--- src/rtl/mem_stage_if.sv ---
// Data-memory request/response bus between the memory stage (master) and
// the data memory (slave).
interface mem_stage_if #(
  parameter int XLEN = 64,
  parameter int PAW  = 64
);
  logic            dmem_req_valid;
  logic            dmem_req_ready;
  logic            dmem_req_we;
  logic [PAW-1:0]  dmem_req_addr;
  logic [XLEN-1:0] dmem_req_wdata;
  logic [7:0]      dmem_req_wmask;
  logic            dmem_resp_valid;
  logic [XLEN-1:0] dmem_resp_data;

  modport master (
    output dmem_req_valid, dmem_req_we, dmem_req_addr, dmem_req_wdata, dmem_req_wmask,
    input  dmem_req_ready, dmem_resp_valid, dmem_resp_data
  );

  modport slave (
    input  dmem_req_valid, dmem_req_we, dmem_req_addr, dmem_req_wdata, dmem_req_wmask,
    output dmem_req_ready, dmem_resp_valid, dmem_resp_data
  );
endinterface

--- src/rtl/mem_stage.sv ---
// Memory-stage load/store unit: issues one data-memory access per EX/MEM slot,
// stalls the pipeline until it completes, and drives the mem-stage bypass.
module mem_stage #(
  parameter int XLEN   = 64,
  parameter int PAW    = 64,
  parameter int LREG_W = 5
) (
  input  logic              clock,
  input  logic              reset,
  input  logic              pipeval,
  input  logic [LREG_W-1:0] rd,
  input  logic              need_to_wb,
  input  logic              is_load,
  input  logic              is_store,
  input  logic              is_unsigned,
  input  logic [3:0]        ls_size,
  input  logic [PAW-1:0]    ls_address,
  input  logic [XLEN-1:0]   store_data,
  input  logic [XLEN-1:0]   ex_result,
  mem_stage_if.master       dmem,
  output logic              mem_stall,
  output logic              misalign,
  output logic [LREG_W-1:0] mem_byp_rd,
  output logic              mem_byp_need_to_wb,
  output logic [XLEN-1:0]   mem_byp_result
);

  typedef enum logic [1:0] {
    IDLE = 2'd0,
    REQ  = 2'd1,
    RESP = 2'd2,
    DONE = 2'd3
  } state_e;

  localparam logic [1:0] SZ_B = 2'd0;
  localparam logic [1:0] SZ_H = 2'd1;
  localparam logic [1:0] SZ_W = 2'd2;
  localparam logic [1:0] SZ_D = 2'd3;

  // Anything that is not a clean one-hot size is handled as a dword access.
  function automatic logic [1:0] size_code(input logic [3:0] s);
    case (s)
      4'b0001: size_code = SZ_B;
      4'b0010: size_code = SZ_H;
      4'b0100: size_code = SZ_W;
      default: size_code = SZ_D;
    endcase
  endfunction

  function automatic logic [7:0] size_mask(input logic [1:0] sz);
    case (sz)
      SZ_B:    size_mask = 8'h01;
      SZ_H:    size_mask = 8'h03;
      SZ_W:    size_mask = 8'h0F;
      default: size_mask = 8'hFF;
    endcase
  endfunction

  function automatic logic [XLEN-1:0] extract_load(input logic [XLEN-1:0] data,
                                                   input logic [2:0]      off,
                                                   input logic [1:0]      sz,
                                                   input logic            uns);
    logic [XLEN-1:0] s;
    s = data >> {off, 3'b000};
    case (sz)
      SZ_B:    extract_load = {{(XLEN-8){~uns & s[7]}}, s[7:0]};
      SZ_H:    extract_load = {{(XLEN-16){~uns & s[15]}}, s[15:0]};
      SZ_W:    extract_load = {{(XLEN-32){~uns & s[31]}}, s[31:0]};
      default: extract_load = s;
    endcase
  endfunction

  state_e          state_q, state_d;
  logic [XLEN-1:0] ld_data_q, ld_data_d;

  logic [1:0] sz;
  logic [2:0] off;
  logic       mem_instr;
  logic       unaligned;
  logic       mem_op;

  always_comb begin
    sz        = size_code(ls_size);
    off       = ls_address[2:0];
    mem_instr = pipeval & (is_load | is_store);
    case (sz)
      SZ_B:    unaligned = 1'b0;
      SZ_H:    unaligned = off[0];
      SZ_W:    unaligned = |off[1:0];
      default: unaligned = |off;
    endcase
    misalign = mem_instr & unaligned;
    mem_op   = mem_instr & ~unaligned;
  end

  always_ff @(posedge clock) begin
    if (reset) begin
      state_q   <= IDLE;
      ld_data_q <= '0;
    end else begin
      state_q   <= state_d;
      ld_data_q <= ld_data_d;
    end
  end

  // A response is only consumed in RESP; elsewhere dmem_resp_valid is ignored.
  always_comb begin
    state_d   = state_q;
    ld_data_d = ld_data_q;
    case (state_q)
      IDLE: begin
        if (mem_op) begin
          state_d = dmem.dmem_req_ready ? RESP : REQ;
        end else begin
          state_d = IDLE;
        end
      end
      REQ: begin
        if (dmem.dmem_req_ready) begin
          state_d = RESP;
        end else begin
          state_d = REQ;
        end
      end
      RESP: begin
        if (dmem.dmem_resp_valid) begin
          state_d = DONE;
          if (is_load) begin
            ld_data_d = extract_load(dmem.dmem_resp_data, off, sz, is_unsigned);
          end else begin
            ld_data_d = ld_data_q;
          end
        end else begin
          state_d = RESP;
        end
      end
      DONE:    state_d = IDLE;
      default: state_d = IDLE;
    endcase
  end

  always_comb begin
    dmem.dmem_req_valid = 1'b0;
    mem_stall           = 1'b0;
    mem_byp_need_to_wb  = 1'b0;
    mem_byp_result      = ex_result;
    mem_byp_rd          = rd;
    dmem.dmem_req_we    = is_store;
    dmem.dmem_req_addr  = {ls_address[PAW-1:3], 3'b000};
    if (is_store) begin
      dmem.dmem_req_wdata = store_data << {off, 3'b000};
      dmem.dmem_req_wmask = size_mask(sz) << off;
    end else begin
      dmem.dmem_req_wdata = '0;
      dmem.dmem_req_wmask = 8'h00;
    end
    case (state_q)
      IDLE: begin
        dmem.dmem_req_valid = mem_op;
        mem_stall           = mem_op;
        mem_byp_need_to_wb  = pipeval & need_to_wb & ~(is_load | is_store);
      end
      REQ: begin
        dmem.dmem_req_valid = 1'b1;
        mem_stall           = 1'b1;
      end
      RESP: begin
        mem_stall = 1'b1;
      end
      DONE: begin
        if (is_load) begin
          mem_byp_need_to_wb = pipeval & need_to_wb;
          mem_byp_result     = ld_data_q;
        end else begin
          mem_byp_need_to_wb = 1'b0;
        end
      end
      default: begin
        mem_stall = 1'b0;
      end
    endcase
  end

endmodule
--- src/flat_wrapper.sv ---
// flat-port wrapper written by rule: the top's interface ports become plain ports
module mem_stage_flat 
#(
  parameter int XLEN   = 64,
  parameter int PAW    = 64,
  parameter int LREG_W = 5
)
  (clock, reset, pipeval, rd, need_to_wb, is_load, is_store, is_unsigned, ls_size, ls_address, store_data, ex_result, mem_stall, misalign, mem_byp_rd, mem_byp_need_to_wb, mem_byp_result, dmem_dmem_req_valid, dmem_dmem_req_we, dmem_dmem_req_addr, dmem_dmem_req_wdata, dmem_dmem_req_wmask, dmem_dmem_req_ready, dmem_dmem_resp_valid, dmem_dmem_resp_data);
  mem_stage_if #(.XLEN(XLEN), .PAW(PAW)) dmem_i ();
  input  logic clock;
  input  logic reset;
  input  logic pipeval;
  input  logic [LREG_W-1:0] rd;
  input  logic need_to_wb;
  input  logic is_load;
  input  logic is_store;
  input  logic is_unsigned;
  input  logic [3:0] ls_size;
  input  logic [PAW-1:0] ls_address;
  input  logic [XLEN-1:0] store_data;
  input  logic [XLEN-1:0] ex_result;
  output logic mem_stall;
  output logic misalign;
  output logic [LREG_W-1:0] mem_byp_rd;
  output logic mem_byp_need_to_wb;
  output logic [XLEN-1:0] mem_byp_result;
  output wire logic [$bits(dmem_i.dmem_req_valid)-1:0] dmem_dmem_req_valid;
  output wire logic [$bits(dmem_i.dmem_req_we)-1:0] dmem_dmem_req_we;
  output wire logic [$bits(dmem_i.dmem_req_addr)-1:0] dmem_dmem_req_addr;
  output wire logic [$bits(dmem_i.dmem_req_wdata)-1:0] dmem_dmem_req_wdata;
  output wire logic [$bits(dmem_i.dmem_req_wmask)-1:0] dmem_dmem_req_wmask;
  input wire logic [$bits(dmem_i.dmem_req_ready)-1:0] dmem_dmem_req_ready;
  input wire logic [$bits(dmem_i.dmem_resp_valid)-1:0] dmem_dmem_resp_valid;
  input wire logic [$bits(dmem_i.dmem_resp_data)-1:0] dmem_dmem_resp_data;
  assign dmem_dmem_req_valid = dmem_i.dmem_req_valid;
  assign dmem_dmem_req_we = dmem_i.dmem_req_we;
  assign dmem_dmem_req_addr = dmem_i.dmem_req_addr;
  assign dmem_dmem_req_wdata = dmem_i.dmem_req_wdata;
  assign dmem_dmem_req_wmask = dmem_i.dmem_req_wmask;
  assign dmem_i.dmem_req_ready = dmem_dmem_req_ready;
  assign dmem_i.dmem_resp_valid = dmem_dmem_resp_valid;
  assign dmem_i.dmem_resp_data = dmem_dmem_resp_data;
  mem_stage #(.XLEN(XLEN), .PAW(PAW), .LREG_W(LREG_W)) u_core (.clock(clock), .reset(reset), .pipeval(pipeval), .rd(rd), .need_to_wb(need_to_wb), .is_load(is_load), .is_store(is_store), .is_unsigned(is_unsigned), .ls_size(ls_size), .ls_address(ls_address), .store_data(store_data), .ex_result(ex_result), .dmem(dmem_i), .mem_stall(mem_stall), .misalign(misalign), .mem_byp_rd(mem_byp_rd), .mem_byp_need_to_wb(mem_byp_need_to_wb), .mem_byp_result(mem_byp_result));
endmodule
--- config.mk ---
export PLATFORM = sky130hd
export DESIGN_NAME = mem_stage_flat
export DESIGN_NICKNAME = d
export VERILOG_FILES = /design/src/rtl/mem_stage_if.sv /design/src/rtl/mem_stage.sv /design/src/flat_wrapper.sv
export SDC_FILE = /design/constraint.sdc
export NUM_CORES = 1
export LEC_CHECK = 0
export ABC_AREA = 0
export CORE_AREA = 2 2 190 192
export DETAILED_ROUTE_END_ITERATION = 16
export DIE_AREA = 0 0 192 194
export PLACE_DENSITY = 0.53
export SYNTH_ARGS = -nofsm -noshare
export SYNTH_HDL_FRONTEND = slang
export SYNTH_SLANG_ARGS = --single-unit
--- constraint.sdc ---
create_clock -name clock -period 6 [get_ports clock]
set_input_delay 1.2 -clock clock [delete_from_list [all_inputs] [get_ports clock]]
set_output_delay 1.2 -clock clock [all_outputs]
set_load 0.05 [all_outputs]
# Word-level counts from Yosys, hierarchy flattened
# Index checks and enable logic that the tools add are counted.
# classes
n_addsub	0
multipliers	0
div_mod_pow	0
magnitude_cmp	0
eq_ne	8
shifts	3
muxes	17
n_bitwise	12
n_reduce_logical	6
# ops
operator	n
64-bit 2-to-1 mux	3
64-bit case mux with 3 select lines	1
64-bit by 6-bit left shift with 64-bit output	1
64-bit by 6-bit >> shifter with 64-bit output	1
8-bit case mux with 3 select lines	1
8-bit 2-to-1 mux	2
1-bit bitwise AND	8
2-bit case mux with 4 select lines	1
8-bit by 3-bit left shift with 8-bit output	1
2-bit equality test (second input constant)	3
1-bit case mux with 2 select lines	3
2-bit case mux with 3 select lines	1
2-bit by 1-bit equality test with 1-bit output (second input constant)	2
4-bit by 1-bit equality test with 1-bit output (second input constant)	1
4-bit by 2-bit equality test with 1-bit output (second input constant)	1
4-bit by 3-bit equality test with 1-bit output (second input constant)	1
2-bit logical NOT	2
2-bit 2-to-1 mux	2
2-bit OR reduction	2
1-bit inverter	3
1-bit case mux with 3 select lines	1
3-bit AND reduction	1
3-bit OR reduction	1
1-bit 2-to-1 mux	2
1-bit bitwise OR	1
# word_totals
regBits	66
latchBits	0
ramBits	0
mem_bits_ro	0
input_bits	274
word_cells	48
n_memories	0

# Logic depth before layout (Yosys ltp)
# depth
depth_word	8
depth_mapped	9
depth_no_buf	6

# Least setup slack after synthesis
# OpenSTA, ideal clock, no wires.
# synth_path
kind	input to output
start	in ls_address[0]
end	out dmem_dmem_req_wdata[39]
arrival_ns	3.227
slack_ns	1.573
path_stages	8
path_buffers	5
cell_sequence	buf_4 > buf_6 > buf_4 > buf_2 > buf_2 > nor2_1 > a21oi_1 > o21ai_0
# synth_via
elab_chain_len	2
# synth_rtl
item	line	rtl
from (decl)	flat_wrapper.sv:19	input logic [PAW-1:0] ls_address;
64-bit by 6-bit left shift with 64-bit output	mem_stage.sv:151	dmem.dmem_req_wdata = store_data << {off, 3'b000};
64-bit 2-to-1 mux	mem_stage.sv:150	if (is_store) begin
to (decl)	flat_wrapper.sv:30	output wire logic [$bits(dmem_i.dmem_req_wdata)-1:0] dmem_dmem_req_wdata;
# No other way between the ends.

# Worst setup path after layout
# layout_path
start	in ls_address[0]
end	out dmem_dmem_req_wdata[36]
# Same word-level chain as after synthesis.

==> results.json <==
{
  "status": "complete, no violations",
  "synth_top_family_by_area": "multiplexers",
  "fin_crit_ns": 5.178,
  "maxCapViolations": 0,
  "grt_start_max_net_pins": 79,
  "cp.arrival_ns": 3.98,
  "insertion_delay_ns": 0.35,
  "layout_commonest_cell": "clkdlybuf4s50_1",
  "synthAdderAreaFrac_pct": 0.6207,
  "drtIter0Drc": 564,
  "cts_buffer_depth": 2,
  "drv_slew": 0,
  "netlist_instances": 937,
  "layout.nets": 1436,
  "ant_nets": 0,
  "final_cell_mix": "clkdlybuf4s50_1, nor2_1, mux2_2",
  "die_area_um2": 37250,
  "synth_area_um2": 8063,
  "final_util_pct": 33.02,
  "hp-class": "reg2reg",
  "timing.hold.ws_ns": 0.4986,
  "dp_hpwl_um": 29120,
  "critPathKind": "in2out",
  "synthMuxAreaShare_pct": 34.02,
  "hold_viol_final": 0,
  "p_per_area_nw_per_um2": 161.3,
  "ir_drop_uv": 146.3,
  "num_vias": 8029,
  "num-fill-cells": 3723,
  "setup_ws_ns": 0.8217,
  "synthSimpleGateAreaFrac_pct": 17.50,
  "track_usage_pct": 19.03,
  "layout-drive-gt1-share_pct": 20.81,
  "post-route-period-util_pct": 86.31,
  "pin_count": 484,
  "grt_pass1_wl_um": 53060,
  "post_drt_via_cell_ratio": 4.941,
  "ys_warn_count": 0,
  "crit_fanout": 69,
  "ys_seq_elements": 66,
  "grt_pass1_vias": 7790,
  "synth_area_leader_cell": "dfxtp_1",
  "portBuffers": 348,
  "tightest_slew_ns": 1.178,
  "synth.distinct_cells": 61,
  "cts_tree": "built",
  "relSlewSlack_pct": 21.20,
  "initial_core_util_pct": 22.89,
  "synth_compound_area_share_pct": 18.62,
  "htreeDepth": 3,
  "hold_buffers": 0,
  "fmax_mhz": 193.1,
  "skew_ns": 0.007968,
  "ys_seq_area_share_pct": 16.39,
  "finalWirelength_um": 36740,
  "setup-tns-final_ns": 0,
  "clk_pin_slew_worst_paths_ns": 0.06,
  "die_w_um": 192,
  "yosys.area_share.xor_xnor_pct": 0.1086,
  "postCtsSetupBuffers": 0,
  "place_congestion": 0.8902,
  "grt_overflow": 0,
  "required_ns": 4.80,
  "area_growth_pct": 44.26,
  "avgSynthCellArea_um2": 8.605,
  "cts_resized": 0,
  "critPathLaunchType": "input pin",
  "die_h_um": 194,
  "finalSetupViolations": 0,
  "routedWlPerCell_um": 22.61,
  "core_um2": 35220,
  "drc": 0,
  "dr.pass1.iters": 4,
  "pre_cts_ws_ns": 0.7599,
  "total_power_mw": 1.876,
  "ys.flop_type": "dfxtp_1",
  "synth_top_area_share_pct": 16.39,
  "clock-root-buffer": "clkbuf_16",
  "synthTopCellsByArea": "dfxtp_1, mux2_2, mux4_2",
  "cts_sinks": 66,
  "rsz0062_at_grt": "no",
  "num_rows": 69,
  "rrSetupSlack_ns": 3.93,
  "cts_buffers": 9,
  "synth-edff-count": 0,
  "synthArstFlopShare_pct": 0,
  "antenna_found_initial": 2,
  "p_leak_nw": 4.208,
  "end_kind": "output pin"
}
## sequential cells by signal, summed over array words and instances, names as in the netlist
register	flops
u_core.ld_data_q	64
u_core.state_q	2
## cell families (layout without fill, tap and decap cells)
logic type,after synthesis,after routing
other,1,4
flip-flops,66,66
buffers and inverters,163,387
XOR/XNOR,1,1
multiplexers,214,214
adder cells (fa/ha/maj),4,4
AND/OR/NAND/NOR,297,297
AO/OA/AOI/OAI,191,191
## critical path, cell delays in order
cell and delay, ns:
buf_6 0.27, nor2_1 0.98, and3_1 0.47, a22o_1 0.20, clkdlybuf4s50_1 0.80
## synthesized netlist by cell type (all sizes together) (2+ instances only)
cell type and instances:
nand3 4, o32ai 4, nor3 11, o21bai 2, inv 6, buf 117, and3 11, dfxtp 66
a21boi 3, o22ai 12, and2 17, a211oi 48, nand2b 13, nand2 82, a311oi 15, mux2 91
mux2i 85, a22oi 10, nand3b 2, ha 4, o21ai 41, clkbuf 40, a22o 7, nor3b 4
nor2b 38, a21oi 30, mux4 38, o211ai 9, or2 2, nor2 108, o221ai 4
## metrics by stage
step	std cells	area [µm²]
after floorplan	939	8070
after global placement	1608	11300
after detailed placement	1608	11300
after CTS	1624	11630
after global routing	1624	11630
final	1625	11630
## layout make-up
cell class,count,area [µm²],share of cell area (%)
clock inverter,5,86.33,0.7423
multi-input combinational,710,5729,49.26
inverter,6,22.52,0.1936
antenna,1,2.502,0.02151
tap,461,576.8,4.959
sequential,66,1321,11.36
timing repair buffer,365,3650,31.38
clock buffer,11,242.7,2.087
## final timing paths
kind	start	to	cells after the start
setup reg to reg	u_core.state_q[0]$_SDFF_PP0_	u_core.ld_data_q[5]$_SDFFE_PP0P_	6
setup / recovery	ls_address[0]	dmem_dmem_req_wdata[36]	5
hold / removal	u_core.ld_data_q[27]$_SDFFE_PP0P_	u_core.ld_data_q[27]$_SDFFE_PP0P_	2
hold reg to reg	u_core.ld_data_q[27]$_SDFFE_PP0P_	u_core.ld_data_q[27]$_SDFFE_PP0P_	2
## power by group
part,total [mW],internal (mW),switching (mW)
clock,0.599,0.379,0.220
sequential,0.443,0.441,0.00224
combinational,0.834,0.360,0.474
## routing by layer
layer,up-vias,routed length [µm],global-route usage (%)
li1,3784,-,-
met1,3899,16820,26.46
met2,313,17130,30.69
met3,31,2469,4.163
met4,2,311,2.686
met5,-,7,0
Power figures use the tool's default switching activity.
